$ cat src/rtl/alu_sequencer.sv
// rtl/alu_sequencer.sv - single-issue IDLE/EXEC/WB controller driving a registered 8-bit ALU
module alu_sequencer (
    input  logic        clk,
    input  logic        rst,
    input  logic        in_valid,
    input  logic [17:0] in_instr,
    output logic        in_ready,
    output logic [7:0]  alu_a,
    output logic [7:0]  alu_b,
    output logic [3:0]  alu_op,
    output logic        alu_operand,
    input  logic [7:0]  alu_y,
    output logic        res_valid,
    output logic [7:0]  res_data,
    output logic        res_zero,
    output logic        res_err,
    output logic        busy,
    input  logic [1:0]  dbg_sel,
    output logic [7:0]  dbg_data
);

    typedef enum logic [1:0] {
        S_IDLE = 2'd0,
        S_EXEC = 2'd1,
        S_WB   = 2'd2
    } state_t;

    localparam logic [3:0] OP_NOP = 4'h0;

    state_t      r_state;
    state_t      w_state_nxt;
    logic [17:0] r_instr;
    logic [7:0]  r_regs [4];

    logic [3:0]  w_op;
    logic [1:0]  w_rd;
    logic [1:0]  w_ra;
    logic [1:0]  w_rb;
    logic        w_imm;
    logic        w_operand;
    logic [7:0]  w_imm8;
    logic        w_nop;
    logic        w_illegal;
    logic        w_legal;
    logic        w_accept;
    logic        w_wb_write;
    logic [7:0]  w_src_a;
    logic [7:0]  w_src_b;

    assign w_op      = r_instr[17:14];
    assign w_rd      = r_instr[13:12];
    assign w_ra      = r_instr[11:10];
    assign w_imm     = r_instr[9];
    assign w_operand = r_instr[8];
    assign w_imm8    = r_instr[7:0];
    assign w_rb      = r_instr[1:0];

    assign w_nop     = (w_op == OP_NOP);
    assign w_illegal = (w_op == 4'h9) || (w_op == 4'hE) || (w_op == 4'hF);
    assign w_legal   = !w_nop && !w_illegal;

    // The register file is written at the WB edge, so a following EXEC reads
    // the fresh value straight from r_regs with no bypass path needed.
    assign w_src_a   = r_regs[w_ra];
    assign w_src_b   = w_imm ? w_imm8 : r_regs[w_rb];

    assign w_accept   = in_valid && in_ready;
    assign w_wb_write = (r_state == S_WB) && w_legal;

    assign dbg_data   = r_regs[dbg_sel];

    always_ff @(posedge clk) begin
        if (rst) begin
            r_state <= S_IDLE;
        end else begin
            r_state <= w_state_nxt;
        end
    end

    always_ff @(posedge clk) begin
        if (rst) begin
            r_instr <= '0;
        end else if (w_accept) begin
            r_instr <= in_instr;
        end
    end

    always_ff @(posedge clk) begin
        if (rst) begin
            for (int i = 0; i < 4; i++) begin
                r_regs[i] <= 8'h00;
            end
        end else if (w_wb_write) begin
            r_regs[w_rd] <= alu_y;
        end
    end

    always_comb begin
        w_state_nxt = r_state;
        in_ready    = 1'b0;
        busy        = 1'b1;
        alu_op      = OP_NOP;
        alu_a       = 8'h00;
        alu_b       = 8'h00;
        alu_operand = 1'b0;
        res_valid   = 1'b0;
        res_data    = 8'h00;
        res_zero    = 1'b0;
        res_err     = 1'b0;

        case (r_state)
            S_IDLE: begin
                busy     = 1'b0;
                in_ready = 1'b1;
                if (in_valid) begin
                    w_state_nxt = S_EXEC;
                end
            end
            S_EXEC: begin
                // NOP and illegal ops leave alu_op at 0 so the ALU returns 0 in WB.
                if (w_legal) begin
                    alu_op      = w_op;
                    alu_operand = w_operand;
                    alu_a       = w_src_a;
                    alu_b       = w_src_b;
                end
                w_state_nxt = S_WB;
            end
            S_WB: begin
                in_ready  = 1'b1;
                res_valid = 1'b1;
                res_data  = alu_y;
                res_zero  = (alu_y == 8'h00);
                res_err   = w_illegal;
                w_state_nxt = in_valid ? S_EXEC : S_IDLE;
            end
            default: begin
                w_state_nxt = S_IDLE;
            end
        endcase
    end

endmodule

$ cat config.mk
export PLATFORM = sky130hd
export DESIGN_NAME = alu_sequencer
export DESIGN_NICKNAME = d
export VERILOG_FILES = /design/src/rtl/alu_sequencer.sv
export SDC_FILE = /design/constraint.sdc
export NUM_CORES = 1
export LEC_CHECK = 0
export CAP_MARGIN = 15
export CORE_MARGIN = 5
export CORE_UTILIZATION = 53
export CTS_CLUSTER_SIZE = 30
export DETAILED_ROUTE_END_ITERATION = 12
export GPL_TIMING_DRIVEN = 1
export PLACE_DENSITY = 0.85
export SLEW_MARGIN = 20
export SYNTH_ARGS = -nofsm -noshare
export SYNTH_HDL_FRONTEND = slang
export SYNTH_SLANG_ARGS = --single-unit
$ cat constraint.sdc
create_clock -name clk -period 4.8 [get_ports clk]
set_clock_uncertainty 0.1 [all_clocks]
set_input_delay 0.48 -clock clk [delete_from_list [all_inputs] [get_ports clk]]
set_output_delay 0.48 -clock clk [all_outputs]
set_load 0.01 [all_outputs]
==> impl_metrics.tcl <==
set metrics [dict create \
    async_flop_share_pct 0 \
    numCtsBuffers 5 \
    synthMostInstantiatedCell "nand2_1" \
    detail_route.vias_per_cell 5.75 \
    max-slew-margin-rel_pct 31.7 \
    synth_flop_cell "edfxtp_1" \
    p_int_mw 0.774 \
    vias 2379 \
    slew_violations 0 \
    routedWlPerCell_um 17.5 \
    synthDistinctLibCells 28 \
    power_mw 1.02 \
    criticalPathCategory "register to primary output" \
    syn-num-nets 318 \
    antenna_found_initial 0 \
    synthesis.area_um2 2990 \
    clkPwrFrac_pct 29.6 \
    grt-ovfl-total 0 \
    num_antenna_cells 0 \
    clock_sinks 56 \
    grt_pass1_vias 2397 \
    rsz0062_at_grt "no" \
    cp_slowest_stage_delay_ps 770 \
    yosys.area.top_type_share_pct 32.2 \
    status "finished clean" \
    critPathMaxFanout 21 \
    setup-tns-final_ps 0 \
    worstHoldPathType "register to register" \
    core_area_um2 5510 \
    first_iter_violations 212 \
    drive_gt1_share_pct 11.1 \
    cp-end-kind "primary output" \
    p_switching_mw 0.248 \
    ant_nets 0 \
    combPwrFrac_pct 16.3 \
    clockBufferDepth 2 \
    syn_inst 287 \
    switching_share_pct 24.3 \
    num_rows 27 \
    detail_route.drc_violations 0 \
    start_kind "register" \
    worstSkewPairLatency_ps 310 \
    nets 372 \
    yosysWarnings 0 \
    timing.fmax_mhz 300 \
    cts_max_level 2 \
    clockRootBuffer "clkbuf_8" \
    cp_cell_sequence "nand4bb_1 > nand4_1 > nor3_1 > clkdlybuf4s50_1" \
    netlist_top_cells_area "edfxtp_1 (32%), dfxtp_1 (16%), mux4_2 (12%)" \
    worstMarginPinSlew_ps 1020 \
    ys_seq_area_share_pct 48.3 \
    gp_congestion 0.868 \
    cts_setup_buffers 0 \
    holdWs_ps 364 \
    cts-hold-fix-buffers 0 \
    pin_count 73 \
    fin_crit_sh_pct 69.5 \
    die_x_um 85.1 \
    power_frac_seq_pct 54.0 \
    p_per_area_nw_per_um2 269 \
    dieArea_um2 7240 \
    irDropWorstVdd_uv 283 \
    cts_resized 0 \
    avgSynthCellArea_um2 10.4 \
    cap_violations 0 \
    port_buffers 72 \
    post-dp-hpwl_um 5380 \
    track_usage_pct 20.7 \
    totalWireLength_um 7240 \
    synth_common_cells "nand2_1 (39), nor3_1 (33), edfxtp_1 (32)" \
    hold_violations 0 \
    synth_edf_count 32 \
    num-fill-cells 421 \
    yosysTopAreaCell "edfxtp_1" \
    syn2layout_area_growth_pct 27.1 \
    initial_core_util_pct 54.2 \
    cts.reportedPaths.clkPinSlew_ps 100 \
    crit_required_ps 4220 \
    first_pass_iters 4 \
    fin_crit_ps 3340 \
    cpMaxStageDelayCell "nand4_1" \
    die_h_um 85.1 \
    critPathArrivalTime_ps 2760 \
    synth_seq_cells 56 \
    grt_max_degree 37 \
    cts_tree "built" \
    finalSetupViolCount 0 \
    grt_pass1_wl_um 11700 \
    p_leak_nw 1.28 \
]
==> final timing paths <==
kind | from | endpoint | slack [ps] | depth (start not counted)
max | r_instr[15]$_SDFFE_PP0P_ | alu_b[3] | 1460 | 4
min | r_instr[11]$_SDFFE_PP0P_ | r_instr[11]$_SDFFE_PP0P_ | 360 | 2
max reg2reg | r_state[1]$_SDFFE_PP0P_ | r_regs[1][0]$_SDFFCE_PN0P_ | 1560 | 3
min reg2reg | r_instr[11]$_SDFFE_PP0P_ | r_instr[11]$_SDFFE_PP0P_ | 360 | 2
==> per-stage QoR <==
step,setup WS [ps],cells,cell area (µm²),util (%)
after detailed placement,1570,406,3680,66.9
after CTS,1390,414,3790,68.9
final,1460,414,3800,68.9
after floorplan,2930,287,2990,-
after global routing,1220,414,3800,68.9
after global placement,1760,406,3680,66.9
==> power groups by stage <==
stage	sequential [mW]	clock, mW	combinational (mW)
floorplan	0.549	0	0.106
global placement	0.561	0	0.163
detailed placement	0.563	0	0.167
CTS	0.552	0.307	0.168
global route	0.556	0.324	0.181
finish	0.553	0.303	0.167
==> layer usage <==
| metal | GRT usage [%] | wire (µm) |
|---|---|---|
| met1 | 25.6 | 2940 |
| met2 | 36.7 | 3770 |
| met3 | 3.30 | 373 |
| met4 | 6.91 | 153 |
| met5 | 0 | 0 |
==> registers in the layout, summed over array words and instances (netlist names), named ones only <==
signal   count
r_regs      32
r_instr     18
r_state      2
==> cells by family after synthesis <==
logic type,after synthesis,synth area share [%]
and+or+nand+nor,137,23.2
DFF,56,48.3
muxes,32,18.1
AOI/OAI and AO/OA,31,5.87
buffers and inverters,31,4.57
==> final cells by class <==
| class | count | area (µm²) | area share [%] |
|---|---|---|---|
| clock buffers | 5 | 68.8 | 1.81 |
| clock inverters | 3 | 41.3 | 1.09 |
| inverters | 6 | 22.5 | 0.593 |
| multi-input cells | 200 | 1410 | 37.2 |
| flip-flops and latches | 56 | 1440 | 38.0 |
| well taps | 72 | 90.1 | 2.37 |
| repair buffers | 72 | 721 | 19.0 |
==> worst max-delay path, delay by kind of cell (launching register included) <==
| family | cells | cell delay (ps) |
|---|---|---|
| buf+inv | 1 | 610 |
| flops | 1 | 420 |
| simple gates | 3 | 1420 |
==> cell usage in the layout (no fill, tap or decap) <==
| cell type | count |
|---|---|
| nand4_2 | 1 |
| inv_1 | 6 |
| o21bai_1 | 4 |
| o22ai_1 | 8 |
| dfxtp_1 | 24 |
| nand4_1 | 1 |
| and2_1 | 8 |
| or2_2 | 2 |
| inv_4 | 1 |
| clkdlybuf4s50_1 | 72 |
| nor2b_2 | 1 |
| or4_1 | 1 |
| bufinv_16 | 1 |
| mux2_1 | 6 |
| nor2b_1 | 18 |
| mux4_2 | 16 |
| nand2_1 | 39 |
| clkbuf_8 | 5 |
| a21oi_1 | 19 |
| clkinv_2 | 1 |
| nor4_1 | 2 |
| and3_1 | 1 |
| edfxtp_1 | 32 |
| nand2b_1 | 12 |
| nand3_1 | 2 |
| nand4bb_1 | 1 |
| mux2_2 | 10 |
| nor2_1 | 14 |
| nor3_1 | 33 |
| or2_1 | 1 |
Power figures use the tool's default switching activity.
